--- config.mk ---
export PLATFORM = sky130hd
export DESIGN_NAME = fft_input_loader_flat
export DESIGN_NICKNAME = d
export VERILOG_FILES = /design/src/rtl/fft_input_loader_pkg.sv /design/src/rtl/fft_input_loader_if.sv /design/src/rtl/fft_input_loader.sv /design/src/flat_wrapper.sv
export SDC_FILE = /design/constraint.sdc
export NUM_CORES = 1
export LEC_CHECK = 0
export CELL_PAD_IN_SITES_DETAIL_PLACEMENT = 1
export CELL_PAD_IN_SITES_GLOBAL_PLACEMENT = 2
export CORE_ASPECT_RATIO = 1.4
export CORE_MARGIN = 5
export CORE_UTILIZATION = 25
export DETAILED_ROUTE_END_ITERATION = 6
export PLACE_DENSITY_LB_ADDON = 0.05
export SYNTH_ARGS = -nofsm -noshare
export SYNTH_HDL_FRONTEND = slang
export SYNTH_SLANG_ARGS = --single-unit
--- constraint.sdc ---
create_clock -name iCLK -period 2.08 [get_ports iCLK]
set_input_delay 0.312 -clock iCLK [delete_from_list [all_inputs] [get_ports iCLK]]
set_output_delay 0.312 -clock iCLK [all_outputs]
set_load 0.02 [all_outputs]
--- src/rtl/fft_input_loader_pkg.sv ---
// Shared FFT definitions: frame geometry, RAM A banking and loader state encoding.
// fft_control imports the same package, so both blocks agree on the layout.
package fft_input_loader_pkg;

    localparam int unsigned FFT_N_PT       = 2048;
    localparam int unsigned FFT_BANKS      = 4;
    localparam int unsigned FFT_BANK_DEPTH = 512;
    localparam int unsigned FFT_CNT_W      = $clog2(FFT_N_PT);
    localparam int unsigned FFT_ADDR_W     = $clog2(FFT_BANK_DEPTH);
    localparam int unsigned FFT_BANK_W     = $clog2(FFT_BANKS);

    localparam logic [2:0] ST_IDLE    = 3'd0;
    localparam logic [2:0] ST_LOAD    = 3'd1;
    localparam logic [2:0] ST_KICK    = 3'd2;
    localparam logic [2:0] ST_WAIT_LO = 3'd3;
    localparam logic [2:0] ST_WAIT_HI = 3'd4;

    function automatic logic [FFT_BANKS-1:0] bank_onehot(input logic [FFT_BANK_W-1:0] bank);
        return FFT_BANKS'(1) << bank;
    endfunction

endpackage

--- src/rtl/fft_input_loader_if.sv ---
// Sample stream, RAM A write port and fft_control handshake of the input loader.
interface fft_input_loader_if #(
    parameter int DATA_W = 16
);

    logic [DATA_W-1:0]                                  iDATA_RE;
    logic [DATA_W-1:0]                                  iDATA_IM;
    logic                                               iVALID;
    logic                                               iSOP;
    logic                                               oREADY;
    logic [fft_input_loader_pkg::FFT_BANKS-1:0]         oWE;
    logic [fft_input_loader_pkg::FFT_ADDR_W-1:0]        oADDR_WR;
    logic [DATA_W-1:0]                                  oDATA_RE;
    logic [DATA_W-1:0]                                  oDATA_IM;
    logic                                               iFFT_RDY;
    logic                                               oSTART;
    logic                                               oFRAME_ERR;
    logic                                               oBUSY;

    modport master (
        output iDATA_RE, iDATA_IM, iVALID, iSOP, iFFT_RDY,
        input  oREADY, oWE, oADDR_WR, oDATA_RE, oDATA_IM, oSTART, oFRAME_ERR, oBUSY
    );

    modport slave (
        input  iDATA_RE, iDATA_IM, iVALID, iSOP, iFFT_RDY,
        output oREADY, oWE, oADDR_WR, oDATA_RE, oDATA_IM, oSTART, oFRAME_ERR, oBUSY
    );

endinterface

--- src/rtl/fft_input_loader.sv ---
// Loads one FFT frame of complex samples into the four RAM A banks, then kicks
// fft_control and waits for the transform to finish before accepting a new frame.
module fft_input_loader
    import fft_input_loader_pkg::*;
#(
    parameter int DATA_W = 16,
    parameter int N_PT   = FFT_N_PT
) (
    input  logic              iCLK,
    input  logic              iRESET,
    fft_input_loader_if.slave bus
);

    logic [2:0]             r_state;
    logic [FFT_CNT_W-1:0]   r_cnt;
    logic [FFT_BANKS-1:0]   r_we;
    logic [FFT_ADDR_W-1:0]  r_addr;
    logic [DATA_W-1:0]      r_data_re;
    logic [DATA_W-1:0]      r_data_im;
    logic                   r_start;
    logic                   r_frame_err;

    logic                   w_ready;
    logic                   w_accept;
    logic                   w_write;
    logic                   w_last;
    logic [FFT_CNT_W-1:0]   w_wr_idx;

    always_comb begin
        // Ready is gated by iFFT_RDY in every state so RAM A is untouched mid-transform.
        w_ready  = !iRESET && bus.iFFT_RDY && (r_state == ST_IDLE || r_state == ST_LOAD);
        w_accept = bus.iVALID && w_ready;
        w_write  = w_accept && (r_state == ST_LOAD || bus.iSOP);
        w_wr_idx = bus.iSOP ? '0 : r_cnt;
        w_last   = (r_state == ST_LOAD) && w_accept && !bus.iSOP
                   && (r_cnt == FFT_CNT_W'(N_PT - 1));
    end

    always_ff @(posedge iCLK) begin
        if (iRESET) begin
            r_state     <= ST_IDLE;
            r_cnt       <= '0;
            r_we        <= '0;
            r_addr      <= '0;
            r_data_re   <= '0;
            r_data_im   <= '0;
            r_start     <= 1'b0;
            r_frame_err <= 1'b0;
        end else begin
            r_we        <= w_write ? bank_onehot(w_wr_idx[FFT_CNT_W-1 -: FFT_BANK_W]) : '0;
            r_start     <= 1'b0;
            r_frame_err <= 1'b0;
            if (w_write) begin
                r_addr    <= w_wr_idx[FFT_ADDR_W-1:0];
                r_data_re <= bus.iDATA_RE;
                r_data_im <= bus.iDATA_IM;
            end

            case (r_state)
                ST_IDLE: begin
                    if (w_write) begin
                        r_cnt   <= FFT_CNT_W'(1);
                        r_state <= ST_LOAD;
                    end
                end
                ST_LOAD: begin
                    if (w_accept) begin
                        if (bus.iSOP) begin
                            // Resync: this sample becomes n=0 of a fresh frame.
                            r_cnt       <= FFT_CNT_W'(1);
                            r_frame_err <= (r_cnt != '0);
                        end else if (w_last) begin
                            r_cnt   <= '0;
                            r_state <= ST_KICK;
                        end else begin
                            r_cnt <= r_cnt + FFT_CNT_W'(1);
                        end
                    end
                end
                ST_KICK: begin
                    r_start <= 1'b1;
                    r_state <= ST_WAIT_LO;
                end
                ST_WAIT_LO: begin
                    if (!bus.iFFT_RDY) begin
                        r_state <= ST_WAIT_HI;
                    end
                end
                ST_WAIT_HI: begin
                    if (bus.iFFT_RDY) begin
                        r_state <= ST_IDLE;
                    end
                end
                default: begin
                    r_state <= ST_IDLE;
                end
            endcase
        end
    end

    assign bus.oREADY     = w_ready;
    assign bus.oWE        = r_we;
    assign bus.oADDR_WR   = r_addr;
    assign bus.oDATA_RE   = r_data_re;
    assign bus.oDATA_IM   = r_data_im;
    assign bus.oSTART     = r_start;
    assign bus.oFRAME_ERR = r_frame_err;
    assign bus.oBUSY      = (r_state != ST_IDLE);

endmodule

--- src/flat_wrapper.sv ---
// flat-port wrapper written by rule: the top's interface ports become plain ports
module fft_input_loader_flat import fft_input_loader_pkg::*;
#(
    parameter int DATA_W = 16,
    parameter int N_PT   = FFT_N_PT
)
  (iCLK, iRESET, bus_iDATA_RE, bus_iDATA_IM, bus_iVALID, bus_iSOP, bus_iFFT_RDY, bus_oREADY, bus_oWE, bus_oADDR_WR, bus_oDATA_RE, bus_oDATA_IM, bus_oSTART, bus_oFRAME_ERR, bus_oBUSY);
  fft_input_loader_if #(.DATA_W(DATA_W)) bus_i ();
  input  logic iCLK;
  input  logic iRESET;
  input wire logic [$bits(bus_i.iDATA_RE)-1:0] bus_iDATA_RE;
  input wire logic [$bits(bus_i.iDATA_IM)-1:0] bus_iDATA_IM;
  input wire logic [$bits(bus_i.iVALID)-1:0] bus_iVALID;
  input wire logic [$bits(bus_i.iSOP)-1:0] bus_iSOP;
  input wire logic [$bits(bus_i.iFFT_RDY)-1:0] bus_iFFT_RDY;
  output wire logic [$bits(bus_i.oREADY)-1:0] bus_oREADY;
  output wire logic [$bits(bus_i.oWE)-1:0] bus_oWE;
  output wire logic [$bits(bus_i.oADDR_WR)-1:0] bus_oADDR_WR;
  output wire logic [$bits(bus_i.oDATA_RE)-1:0] bus_oDATA_RE;
  output wire logic [$bits(bus_i.oDATA_IM)-1:0] bus_oDATA_IM;
  output wire logic [$bits(bus_i.oSTART)-1:0] bus_oSTART;
  output wire logic [$bits(bus_i.oFRAME_ERR)-1:0] bus_oFRAME_ERR;
  output wire logic [$bits(bus_i.oBUSY)-1:0] bus_oBUSY;
  assign bus_i.iDATA_RE = bus_iDATA_RE;
  assign bus_i.iDATA_IM = bus_iDATA_IM;
  assign bus_i.iVALID = bus_iVALID;
  assign bus_i.iSOP = bus_iSOP;
  assign bus_i.iFFT_RDY = bus_iFFT_RDY;
  assign bus_oREADY = bus_i.oREADY;
  assign bus_oWE = bus_i.oWE;
  assign bus_oADDR_WR = bus_i.oADDR_WR;
  assign bus_oDATA_RE = bus_i.oDATA_RE;
  assign bus_oDATA_IM = bus_i.oDATA_IM;
  assign bus_oSTART = bus_i.oSTART;
  assign bus_oFRAME_ERR = bus_i.oFRAME_ERR;
  assign bus_oBUSY = bus_i.oBUSY;
  fft_input_loader #(.DATA_W(DATA_W), .N_PT(N_PT)) u_core (.iCLK(iCLK), .iRESET(iRESET), .bus(bus_i));
endmodule
# Yosys cells after proc, flatten, opt, wreduce, memory -nomap -nowiden
# Cells that the tools add are included.
# W data, S select, Z words.
# op_classes
addsub	1
mul	0
n_div	0
n_lt_le_gt_ge	0
eq_ne	11
n_shift	1
mux	14
bitwise_logic	4
reduce_logical	19
# ops
cell	n
$mux W11	5
$pmux W11 S2	1
$mux W3	6
$pmux W3 S5	1
$add A11 B1 Y11 const B	1
$eq A11 B11 Y1 const B	1
$reduce_bool A11 Y1	1
$logic_and A1 B1 Y1	7
$eq A3 B2 Y1 const B	2
$ne A2 B1 Y1 const B	3
$ne A2 B2 Y1 const B	3
$reduce_and A6 Y1	1
$not A1 Y1	4
$reduce_or A4 Y1	1
$shl A1 B2 Y4 const A	1
$eq A3 B1 Y1 const B	1
$eq A3 B3 Y1 const B	1
$logic_not A3 Y1	1
$reduce_and A3 Y1	1
$reduce_bool A3 Y1	1
$logic_not A1 Y1	2
$logic_or A1 B1 Y1	2
$reduce_bool A2 Y1	1
$reduce_or A2 Y1	1
$mux W1	1
# word_totals
register_bits	61
latch_bits	0
ramBits	0
romBits	0
input_bits	37
output_inout_bits	49
word_cells	58
n_memories	0

# Depth between registers and ports, before layout
# Gate-level depths: netlist (run 1).
# logic_depth
depth_word	11
mapped_depth	7
mapped_depth_nobuf	5

# Worst setup path before layout (run 1)
# Ideal clock, no wire load.
# synth_path
path_kind	flip-flop to flip-flop
startpoint	register u_core.r_state[1]
endpoint	register u_core.r_state[0]
setup_time_ns	0.126
arrival_time_ns	1.516
path_slack_ns	0.438
stages_incl_launch_ff	6
path_buffers	1
synth_period_minus_slack_ns	1.642
path_cell_list	dfxtp_1 buf_4 or3b_4 or4_4 o21ai_0 nand3_1
# synth_via
elab_chain_cells	9
elab_cells_between_ends	21
classes_between	10 x eq/ne; 1 x mux; 10 x reduce/logical
# synth_rtl
item	line_no	rtl
start: declaration	fft_input_loader.sv:14	logic [2:0] r_state;
start signal: assignment	fft_input_loader.sv:41	r_state <= ST_IDLE;
start signal: assignment	fft_input_loader.sv:63	r_state <= ST_LOAD;
start signal: assignment	fft_input_loader.sv:74	r_state <= ST_KICK;
$eq A3 B1 Y1 / $logic_not A3 Y1 (equally long branches)	-	
$logic_or A1 B1 Y1	fft_input_loader.sv:31	w_ready = !iRESET && bus.iFFT_RDY && (r_state == ST_IDLE || r_state == ST_LOAD);
$logic_and A1 B1 Y1	fft_input_loader.sv:31	
$logic_and A1 B1 Y1	fft_input_loader.sv:32	w_accept = bus.iVALID && w_ready;
$logic_and A1 B1 Y1 (2 in a row)	fft_input_loader.sv:35	w_last = (r_state == ST_LOAD) && w_accept && !bus.iSOP
$logic_and A1 B1 Y1	fft_input_loader.sv:36	&& (r_cnt == FFT_CNT_W'(N_PT - 1));
$ne A2 B1 Y1 (no line)	-	
$reduce_and A6 Y1 (no line)	-	
# Parallel ways exist; a longest one is shown, timed or not.
# A chain may end at the register's enable or synchronous reset.

# Worst setup path in the final report (run 1)
# layout_path
startpoint	register u_core.r_state[0]
endpoint	output bus_oBUSY
# layout_via
elab_chain_cells	1
# layout_rtl
item	line_no	rtl
$reduce_bool A3 Y1	fft_input_loader.sv:108	assign bus.oBUSY = (r_state != ST_IDLE);
end: declaration	flat_wrapper.sv:23	output wire logic [$bits(bus_i.oBUSY)-1:0] bus_oBUSY;
# Every way passes these cells.

==> results of run 1 <==
cells in the mapped netlist, types with 2 or more instances:
| library cell | number |
|---|---|
| ha_1 | 2 |
| inv_1 | 6 |
| a22oi_1 | 8 |
| o211ai_1 | 2 |
| nor4_1 | 2 |
| clkbuf_1 | 6 |
| o21ai_0 | 9 |
| dfxtp_1 | 61 |
| o2111ai_1 | 2 |
| buf_2 | 8 |
| nor4b_1 | 3 |
| nand2_1 | 70 |
| a21oi_1 | 43 |
| and3_1 | 3 |
| nor2_1 | 18 |
| nor2b_1 | 2 |
| nand3_1 | 5 |
| and4b_1 | 2 |
| and4_1 | 2 |
| nor3_1 | 4 |
| or3_1 | 8 |
worst reg2reg max path, delay by kind of cell, from the launching register on:
kind / cells / cell delay [ps]
AO/OA/AOI/OAI: 2 / 470
buffers and inverters: 1 / 280
AND/OR/NAND/NOR: 2 / 460
flip-flops: 1 / 460
placed cells by master (no fill, tap or decap), drive strengths merged, types with 2 or more instances in the layout:
cell type      synthesis  layout
nand3                  5       5
or3                    8       8
nor2                  18      18
nor3                   4       4
bufinv                 0       2
clkbuf                 6      11
nand2                 70      70
nor4                   3       3
and4                   2       2
o2111ai                2       2
clkdlybuf4s50          0      83
ha                     2       2
dfxtp                 61      61
nor2b                  2       2
o211ai                 2       2
inv                    6       6
a21oi                 43      43
o21ai                 10      10
buf                   11      19
nor3b                  3       3
a22oi                  8       8
and3                   3       3
clkinv                 0       3
nor4b                  3       3
and4b                  2       2
report_power, final:
part	switching, uW	internal, uW	leakage (uW)	total (uW)
logic	158	161	0.000711	319
clock network	525	1040	0.000153	1570
registers	21.2	1200	0.000494	1220
per-layer routing:
metal  track usage [%]  part of all wire, %
met5                 0                    0
met4              5.18                  1.4
met3              5.33                  7.2
met2              22.5                   50
met1              14.6                   42
stage by stage:
step | total power, uW | cell area [um^2]
final | 3100 | 3830
after detailed placement | 1570 | 3510
after floorplan | 1380 | 2440
after global placement | 1560 | 3510
after CTS | 3160 | 3820
after global routing | 3220 | 3830
flip-flops by register name, indices dropped and copies added (netlist names):
signal and count:
u_core.bus.oDATA_IM 16, u_core.bus.oDATA_RE 16, u_core.r_cnt 11, u_core.bus.oADDR_WR 9, u_core.bus.oWE 4, u_core.r_state 3, u_core.bus.oFRAME_ERR 1, u_core.bus.oSTART 1
logic make-up (layout without fill, tap and decap cells):
logic type                 Yosys count  in the layout
adders and majority gates            2              2
muxes                                1              1
buffers and inverters               23            125
and+or+nand+nor                    130            130
xor gates and xnor gates             1              1
DFF                                 61             61
AOI/OAI and AO/OA                   72             72
final cells by class:
type                       instances  share of cell area, %
timing repair buffer             103                   26.0
tap                              132                   4.32
inverter                           6                  0.589
clock buffer                      11                   6.08
sequential                        61                   32.0
multi-input combinational        206                   29.0
clock inverter                     5                   1.96
worst paths after layout:
path / endpoint / start / slack, ps
min reg2reg: u_core.bus.oDATA_IM[2]$_SDFFE_PP0P_ / u_core.bus.oDATA_IM[2]$_SDFFE_PP0P_ / 450
min: u_core.bus.oDATA_IM[2]$_SDFFE_PP0P_ / u_core.bus.oDATA_IM[2]$_SDFFE_PP0P_ / 450
max: bus_oBUSY / u_core.r_state[0]$_SDFFE_PP0P_ / 90
max reg2reg: u_core.bus.oADDR_WR[7]$_SDFFE_PP0P_ / u_core.r_state[0]$_SDFFE_PP0P_ / 280
timing repair:
action,in CTS,in global routing
endpoints found under the setup margin,0,2
resized for setup,0,3
hold buffers,0,0
==> summary.txt, run 1 <==
Outcome
  – Status: finished clean

Logic synthesis
  – Area share of the largest cell type after synthesis: 50.1%
  – Simple-gate share of the synthesized area: 26.7%
  – Sequential share of the synthesized area: 50.1%
  – Cell Area, Synth: 2440 um^2
  – Main synth FF type: dfxtp_1
  – Gate Count Post-Synth: 290
  – Synth Area in Adders: 1.03%
  – Syn avg cell area: 8.41 um^2
  – Synth Area in XOR/XNOR: 0.359%
  – Synthesized net count: 329
  – Largest family of logic cells by synthesized area: simple AND/OR/NAND/NOR gates
  – Post-synth EDFFs: 0
  – Distinct cells, synth: 45
  – Yosys warnings: 0
  – Mux contribution to synthesized area: 0.410%
  – Compound-Gate Fraction of Synth Area: 17.0%
  – Synth top area cells: dfxtp_1 (50%), nand2_1 (11%), a21oi_1 (8.8%)
  – Post-synth top area cell: dfxtp_1
  – Ys async rst share: 0%
  – Seq cells post-synth: 61

Cells and area
  – # diodes: 0
  – Nets@finish: 426
  – Area growth syn-to-layout: 56.8%
  – Area of the multi-input gates: 1110 um^2
  – # fillers: 1117
  – Layout cells sized above 1: 10.2%
  – Core Util, Final: 40.2%
  – Non-Filler Instances: 524
  – Register area: 1220 um^2

Die
  – IO Pins: 86
  – Die height: 127 um
  – Initial Util: 25.7%
  – Die footprint: 11900 um^2
  – Core area: 9510 um^2
  – Rows: 42
  – Die width: 93.5 um

Critical path
  – Critical Path AT: 1680 ps
  – Critical path class: flop to primary output
  – Crit-path cells: inv_1 > nand2_1 > clkdlybuf4s50_1
  – Reg2reg path depth: 5
  – Worst-path fanout max: 8
  – CP startpoint kind: flop
  – Max stage delay on crit path: 600 ps
  – WP buf/inv: 2
  – Kind of cell adding the most delay to the critical path: buffers and inverters
  – Crit path depth: 3
  – Worst EP required: 1770 ps
  – Endpoint class of the critical path: primary output
  – Slowest CP cell: clkdlybuf4s50_1

Global route
  – Largest net degree at the start of global routing: 35
  – Gr ovfl total: 0
  – Initial antenna violation count: 0
  – First-pass GRT wire length: 12300 um
  – Tot GR Track Use: 13.2%
  – Vias in the first global route: 2445

STA
  – Final setup fails: 0
  – Setup Skew: 4.31 ps
  – Final Max Slew Viols: 0
  – Slew @ Worst Pin: 459 ps
  – TNS Setup: 0 ps
  – Hold slack: 454 ps
  – Hold Violations, Final: 0
  – Setup slack after layout: 92.9 ps
  – Slew HR: 69.2%
  – FMAX: 503 MHz
  – RSZ-0062 raised after global routing: false
  – Final min period: 1990 ps
  – Crit share post-route: 95.5%

Min path
  – Worst Hold Class: flop to flop
  – Hold Path Stages: 2

Routing
  – Routed WL per cell: 14.9 um
  – Drt pass-1 iters: 4
  – Detail Route Antenna Nets: 0
  – DRT Wirelength: 7830 um
  – Vias/cell: 4.63
  – Vias: 2425
  – DR DRC count: 0
  – DR iter-0 viols: 64

Place
  – RePlAce Congestion: 0.721
  – Port bufs: 85
  – HPWL after detailed placement: 5510 um
  – Setup WS pre-CTS: -39.4 ps
  – Inst Count DP: 508

Clock network
  – CTS Sinks: 61
  – Postcts setup bufs: 0
  – Htree depth: 3
  – Root Buffer Master: clkbuf_16
  – CTS tree: done
  – CTS Buf Count: 9
  – Worst-case clock buffer depth: 2
  – Clock transition at the registers of the reported paths: 50 ps
  – Skew-Pair Late Insertion Delay: 320 ps

Power and ir drop
  – PD cells: 811 nW/um^2
  – VDD IR max: 0.402 mV
  – Leakage power: 0.00136 uW

Run
  – Total of max-cap violations: 0
No activity file was read; power rests on OpenSTA's default activity.
==> inputs of run 2 (changes only) <==
--- a/config.mk
+++ b/config.mk
@@ -13,2 +13,3 @@
 export DETAILED_ROUTE_END_ITERATION = 6
+export GPL_TIMING_DRIVEN = 0
 export PLACE_DENSITY_LB_ADDON = 0.05
--- a/constraint.sdc
+++ b/constraint.sdc
@@ -3,2 +3,2 @@
 set_output_delay 0.312 -clock iCLK [all_outputs]
-set_load 0.02 [all_outputs]
+set_load 0.01 [all_outputs]
==> run 2 against run 1 <==
Compared with the run above: global-route usage increased by 0.65 points; utilization down 0.51 points; setup slack better by 66 ps; combinational power decreased by 9.7%; flip-flop and latch count did not move; critical path depth unchanged; design area fell by 1.3%; hold slack got worse by 0.61 ps.
==> summary.txt, run 2 (same netlist as run 1, synthesis figures left out) <==
Die
  – IO Pins: 86 (unchanged)
  – Die width: 93.5 um (unchanged)
  – Die height: 127 um (unchanged)
  – Rows: 42 (unchanged)
  – Die footprint: 11900 um^2 (unchanged)
  – Core area: 9510 um^2 (unchanged)
  – Initial Util: 25.7% (unchanged)

Global route
  – Vias in the first global route: 2517 (was 2445)
  – Largest net degree at the start of global routing: 11 (was 35)
  – Gr ovfl total: 0 (unchanged)
  – Initial antenna violation count: 0 (unchanged)
  – First-pass GRT wire length: 12800 um (was 12300 um)
  – Tot GR Track Use: 13.9% (was 13.2%)

Critical path
  – Endpoint class of the critical path: primary output (unchanged)
  – Kind of cell adding the most delay to the critical path: buffers and inverters (unchanged)
  – CP startpoint kind: flop (unchanged)
  – Worst Setup SP: u_core.r_state[0]$_SDFFE_PP0P_ (unchanged)
  – R2R Path Start: u_core.r_state[0]$_SDFFE_PP0P_ (unchanged)
  – Critical path class: flop to primary output (unchanged)
  – Max stage delay on crit path: 530 ps (was 600 ps)
  – Critical Path AT: 1610 ps (was 1680 ps)
  – Crit-path cells: inv_1 > nand2_1 > clkdlybuf4s50_1 (unchanged)
  – WP buf/inv: 2 (unchanged)
  – Worst EP required: 1770 ps (about the same)
  – Reg2reg path depth: 6 (was 5)
  – Worst r2r dst: u_core.bus.oADDR_WR[0]$_SDFFE_PP0P_ (was u_core.bus.oADDR_WR[7]$_SDFFE_PP0P_)
  – Worst-path fanout max: 8 (unchanged)
  – Slowest CP cell: clkdlybuf4s50_1 (unchanged)
  – Crit path depth: 3 (unchanged)
  – Worst setup endpoint: bus_oBUSY (unchanged)
  – Minimum setup slack among reg-to-reg paths: 170 ps (was 280 ps)

Routing
  – Drt pass-1 iters: 4 (unchanged)
  – Detail Route Antenna Nets: 0 (unchanged)
  – Routed WL per cell: 15.0 um (was 14.9 um)
  – DR DRC count: 0 (unchanged)
  – DR iter-0 viols: 50 (was 64)
  – Vias/cell: 4.58 (was 4.63)
  – Vias: 2397 (was 2425)
  – DRT Wirelength: 7850 um (was 7830 um)

STA
  – Setup Skew: 5.72 ps (was 4.31 ps)
  – Slew HR: 61.0% (was 69.2%)
  – Setup slack after layout: 159 ps (was 92.9 ps)
  – Crit share post-route: 92.3% (was 95.5%)
  – TNS Setup: 0 ps (unchanged)
  – Slew @ Worst Pin: 585 ps (was 459 ps)
  – Final min period: 1920 ps (was 1990 ps)
  – FMAX: 521 MHz (was 503 MHz)
  – RSZ-0062 raised after global routing: false (unchanged)
  – Final setup fails: 0 (unchanged)
  – Hold Violations, Final: 0 (unchanged)
  – Final Max Slew Viols: 0 (unchanged)

Cells and area
  – Area growth syn-to-layout: 54.8% (was 56.8%)
  – Layout cells sized above 1: 8.18% (was 10.2%)
  – Most frequent cells in the layout: clkdlybuf4s50_1 (83), nand2_1 (70), dfxtp_1 (61) (was clkdlybuf4s50_1 (83), nand2_1 (70), dfxtp_1 (59))
  – Nets@finish: 425 (was 426)
  – Final instance area: 3780 um^2 (was 3830 um^2)
  – # diodes: 0 (unchanged)
  – # fillers: 1125 (was 1117)
  – Most common cell after layout, fill and taps aside: clkdlybuf4s50_1 (unchanged)
  – Non-Filler Instances: 523 (was 524)

Power and ir drop
  – Internal: 2370 uW (was 2400 uW)
  – Psw: 675 uW (was 704 uW)
  – PD cells: 805 nW/um^2 (was 811 nW/um^2)
  – Flop pwr share: 40.0% (was 39.2%)
  – Logic pwr share: 9.4% (was 10.3%)
  – VDD IR max: 0.465 mV (was 0.402 mV)
  – Clock share of power: 50.5% (about the same)
  – Net Sw Frac: 22.2% (was 22.7%)
  – Tot Pwr: 3040 uW (was 3100 uW)
  – Leakage power: 0.00132 uW (was 0.00136 uW)

Clock network
  – Skew-Pair Late Insertion Delay: 320 ps (about the same)
  – Clock transition at the registers of the reported paths: 50 ps (about the same)
  – Root Buffer Master: clkbuf_16 (unchanged)
  – Worst-case clock buffer depth: 2 (unchanged)
  – Post-CTS Hold Buffers: 0 (unchanged)
  – Htree depth: 3 (unchanged)
  – Postcts setup bufs: 0 (unchanged)
  – CTS Sinks: 61 (unchanged)
  – CTS tree: done (unchanged)
  – CTS Buf Count: 9 (unchanged)

Place
  – HPWL after detailed placement: 5720 um (was 5510 um)
  – Inst Count DP: 507 (was 508)
  – Setup WS pre-CTS: -394 ps (was -39.4 ps)
  – RePlAce Congestion: 0.732 (was 0.721)
  – Placed instance area: 3460 um^2 (was 3510 um^2)
  – Port bufs: 85 (unchanged)

Run
  – Total of max-cap violations: 0 (unchanged)

Outcome
  – Status: finished clean (unchanged)

Min path
  – Worst Hold Class: flop to flop (unchanged)
-- run 2: routing by layer --
metal | wire length [um] | GRT usage [%] | vias to the layer above | part of all wire [%]
li1 | - | - | 1200 | -
met1 | 3290 | 15.6 | 1132 | 42
met2 | 3910 | 23.3 | 56 | 50
met3 | 525 | 4.98 | 9 | 6.7
met4 | 119 | 6.21 | 0 | 1.5
met5 | 0 | 0 | - | 0
-- run 2: area by class of cell --
cell class | count | area (um^2) | area share [%]
clock inverters | 3 | 42.5 | 1.13
flip-flops and latches | 61 | 1220 | 32.3
plain buffers | 17 | 85.1 | 2.25
repair buffers | 85 | 848 | 22.5
multi-input cells | 206 | 1120 | 29.7
clock buffers | 13 | 270 | 7.15
inverters | 6 | 22.5 | 0.596
well taps | 132 | 165 | 4.37
-- run 2: how the worst min path moves through the flow --
stage / startpoint / to / slack (ps) / depth (start not counted)
after floorplan: iRESET / u_core.bus.oFRAME_ERR$_SDFF_PP0_ / 390 / 1
after global placement: u_core.bus.oDATA_RE[2]$_SDFFE_PP0P_ / u_core.bus.oDATA_RE[2]$_SDFFE_PP0P_ / 440 / 2
after detailed placement: u_core.bus.oDATA_IM[14]$_SDFFE_PP0P_ / u_core.bus.oDATA_IM[14]$_SDFFE_PP0P_ / 450 / 2
after CTS: u_core.bus.oDATA_IM[2]$_SDFFE_PP0P_ / u_core.bus.oDATA_IM[2]$_SDFFE_PP0P_ / 460 / 2
after global routing: u_core.bus.oDATA_IM[6]$_SDFFE_PP0P_ / u_core.bus.oDATA_IM[6]$_SDFFE_PP0P_ / 480 / 2
final: u_core.bus.oDATA_RE[9]$_SDFFE_PP0P_ / u_core.bus.oDATA_RE[9]$_SDFFE_PP0P_ / 450 / 2
-- run 2: per-stage QoR --
stage / hold slack [ps] / utilization [%]
after floorplan: 388 / -
after global placement: 441 / 36.3
after detailed placement: 451 / 36.3
after CTS: 456 / 39.7
after global routing: 480 / 39.7
final: 454 / 39.7
-- run 2: worst register-to-register path: stages (launching register included) --
cell and delay, ps:
dfxtp_1 460, nor3b_4 400, o211ai_1 220, buf_2 250, buf_2 210, a32oi_1 170, nor2_1 60
-- run 2: power by group through the flow --
stage	sequential (uW)	combinational [uW]	clock, uW
final	1220	288	1540
after detailed placement	1240	292	0
after global placement	1240	291	0
after floorplan	1250	117	0
after CTS	1220	295	1590
after global routing	1220	316	1650
-- run 2: repair_timing --
action                                 4_1_cts  5_1_grt
endpoints found under the hold margin        0        0
resized for setup                            4        0
setup endpoints to repair                   11        0
==> inputs of run 3 (changes only) <==
--- a/config.mk
+++ b/config.mk
@@ -15,2 +15,3 @@
 export PLACE_DENSITY_LB_ADDON = 0.05
+export SLEW_MARGIN = 20
 export SYNTH_ARGS = -nofsm -noshare
--- a/constraint.sdc
+++ b/constraint.sdc
@@ -3,2 +3,2 @@
 set_output_delay 0.312 -clock iCLK [all_outputs]
-set_load 0.01 [all_outputs]
+set_load 0.02 [all_outputs]
==> run 3 against run 2 <==
Compared with the run above: non-clock buffer count unchanged; maximum frequency down 3.6%; critical endpoint unchanged; total power up 0.66%; utilization about the same; critical path type unchanged; setup slack worse by 72 ps; largest cell class unchanged.
==> summary.txt, run 3 (same netlist as run 1, synthesis figures left out) <==
Routing
  – Detail Route Antenna Nets: 0 (unchanged)
  – Drt pass-1 iters: 4 (unchanged)
  – DR iter-0 viols: 49 (was 50)
  – DR DRC count: 0 (unchanged)
  – Routed WL per cell: 15.0 um (about the same)
  – Vias: 2401 (was 2397)
  – DRT Wirelength: 7850 um (about the same)
  – Vias/cell: 4.59 (was 4.58)

Min path
  – Hold Startpoint: u_core.bus.oDATA_RE[9]$_SDFFE_PP0P_ (unchanged)
  – Hold Path Stages: 2 (unchanged)
  – Worst hold path endpoint: u_core.bus.oDATA_RE[9]$_SDFFE_PP0P_ (unchanged)
  – Worst Hold Class: flop to flop (unchanged)

Die
  – Rows: 42 (unchanged)
  – Die height: 127 um (unchanged)
  – Die width: 93.5 um (unchanged)
  – Die footprint: 11900 um^2 (unchanged)
  – Initial Util: 25.7% (unchanged)
  – Core area: 9510 um^2 (unchanged)
  – IO Pins: 86 (unchanged)

Critical path
  – Worst EP required: 1770 ps (about the same)
  – CP startpoint kind: flop (unchanged)
  – Minimum setup slack among reg-to-reg paths: 180 ps (was 170 ps)
  – Critical Path AT: 1680 ps (was 1610 ps)
  – Endpoint class of the critical path: primary output (unchanged)
  – R2R Path Start: u_core.r_state[0]$_SDFFE_PP0P_ (unchanged)
  – Reg2reg path depth: 6 (unchanged)
  – Worst r2r dst: u_core.bus.oADDR_WR[0]$_SDFFE_PP0P_ (unchanged)
  – Critical path class: flop to primary output (unchanged)
  – Worst-path fanout max: 8 (unchanged)

STA
  – Crit share post-route: 95.8% (was 92.3%)
  – Final setup fails: 0 (unchanged)
  – Slew @ Worst Pin: 573 ps (was 585 ps)
  – Final min period: 1990 ps (was 1920 ps)
  – Setup Skew: 5.91 ps (was 5.72 ps)
  – Setup slack after layout: 87.5 ps (was 159 ps)
  – FMAX: 502 MHz (was 521 MHz)
  – Slew HR: 61.8% (was 61.0%)
  – Final Max Slew Viols: 0 (unchanged)
  – TNS Setup: 0 ps (unchanged)
  – RSZ-0062 raised after global routing: false (unchanged)
  – Hold Violations, Final: 0 (unchanged)

Outcome
  – Status: finished clean (unchanged)

Power and ir drop
  – VDD IR max: 0.467 mV (was 0.465 mV)
  – PD cells: 810 nW/um^2 (was 805 nW/um^2)
  – Leakage power: 0.00131 uW (was 0.00132 uW)

Global route
  – Gr ovfl total: 0 (unchanged)
  – Tot GR Track Use: 13.9% (unchanged)
  – Vias in the first global route: 2517 (unchanged)
  – Initial antenna violation count: 0 (unchanged)
  – Largest net degree at the start of global routing: 11 (unchanged)
  – First-pass GRT wire length: 12800 um (unchanged)

Cells and area
  – # fillers: 1123 (was 1125)
  – Non-Filler Instances: 523 (unchanged)
  – Most frequent cells in the layout: clkdlybuf4s50_1 (84), nand2_1 (70), dfxtp_1 (61) (was clkdlybuf4s50_1 (83), nand2_1 (70), dfxtp_1 (61))
  – Most common cell after layout, fill and taps aside: clkdlybuf4s50_1 (unchanged)
  – # diodes: 0 (unchanged)
  – Layout cells sized above 1: 8.44% (was 8.18%)
  – Area growth syn-to-layout: 55.0% (was 54.8%)
  – Final instance area: 3780 um^2 (about the same)
  – Core Util, Final: 39.8% (was 39.7%)
  – Nets@finish: 425 (unchanged)

Clock network
  – Worst-case clock buffer depth: 2 (unchanged)
  – Skew-Pair Late Insertion Delay: 320 ps (about the same)
  – Htree depth: 3 (unchanged)
  – Postcts setup bufs: 0 (unchanged)
  – CTS Sinks: 61 (unchanged)
  – Root Buffer Master: clkbuf_16 (unchanged)
  – Clock transition at the registers of the reported paths: 50 ps (about the same)
  – CTS tree: done (unchanged)
  – Post-CTS Hold Buffers: 0 (unchanged)
  – CTS resizes: 2 (was 4)
  – CTS Buf Count: 9 (unchanged)

Place
  – HPWL after detailed placement: 5720 um (unchanged)
  – Port bufs: 85 (unchanged)
  – Setup WS pre-CTS: -394 ps (unchanged)
  – RePlAce Congestion: 0.732 (unchanged)
  – Placed instance area: 3460 um^2 (unchanged)
  – Inst Count DP: 507 (unchanged)

Run
  – Total of max-cap violations: 0 (unchanged)
run 3: changes by cell type in the layout (fill, tap and decap cells not counted), sizes merged:
cell / delta
dlygate4sd2: -1
clkdlybuf4s50: +1
run 3: metal layers:
| layer | vias to the layer above | routed length [um] | global-route usage, % | share of wire [%] |
|---|---|---|---|---|
| li1 | 1201 | - | - | - |
| met1 | 1135 | 3280 | 15.6 | 42 |
| met2 | 56 | 3920 | 23.3 | 50 |
| met3 | 9 | 525 | 4.98 | 6.7 |
| met4 | 0 | 119 | 6.21 | 1.5 |
| met5 | - | 0 | 0 | 0 |
run 3: metrics by stage:
step,power [uW],hold slack [ps]
2_1_floorplan,1380,388
3_3_place_gp,1550,441
3_5_place_dp,1550,451
4_1_cts,3120,456
5_1_grt,3200,480
6_report,3060,454
run 3: layout make-up:
cell class,instances,area [um^2],share of cell area [%]
Clock inverter,3,42.5,1.13
Timing Repair Buffer,85,850,22.5
Tap cell,132,165,4.37
Sequential cell,61,1220,32.3
Multi-Input combinational cell,206,1120,29.7
Buffer,17,85.1,2.25
Clock buffer,13,270,7.15
Inverter,6,22.5,0.596
run 3: power by group:
part / internal, uW / leakage [uW] / switching [uW]
Sequential: 1200 / 0.000493 / 21.5
Combinational: 150 / 0.000668 / 157
Clock: 1020 / 0.000152 / 515
Total: 2370 / 0.00131 / 694
run 3: how the worst max path moves through the flow:
| stage | start | depth (start not counted) | to |
|---|---|---|---|
| CTS | bus_iFFT_RDY | 7 | u_core.bus.oADDR_WR[0]$_SDFFE_PP0P_ |
| global route | u_core.r_state[0]$_SDFFE_PP0P_ | 3 | bus_oBUSY |
| global placement | bus_iFFT_RDY | 5 | u_core.r_cnt[10]$_SDFFE_PP0P_ |
| floorplan | u_core.r_state[1]$_SDFFE_PP0P_ | 5 | u_core.r_state[0]$_SDFFE_PP0P_ |
| detailed placement | bus_iFFT_RDY | 5 | u_core.r_cnt[3]$_SDFFE_PP0P_ |
| finish | u_core.r_state[0]$_SDFFE_PP0P_ | 3 | bus_oBUSY |
run 3: worst max-delay path, stage by stage, from the launching register on:
cell             delay, ps
dfxtp_1                470
inv_1                  200
nand2_1                 90
clkdlybuf4s50_1        600
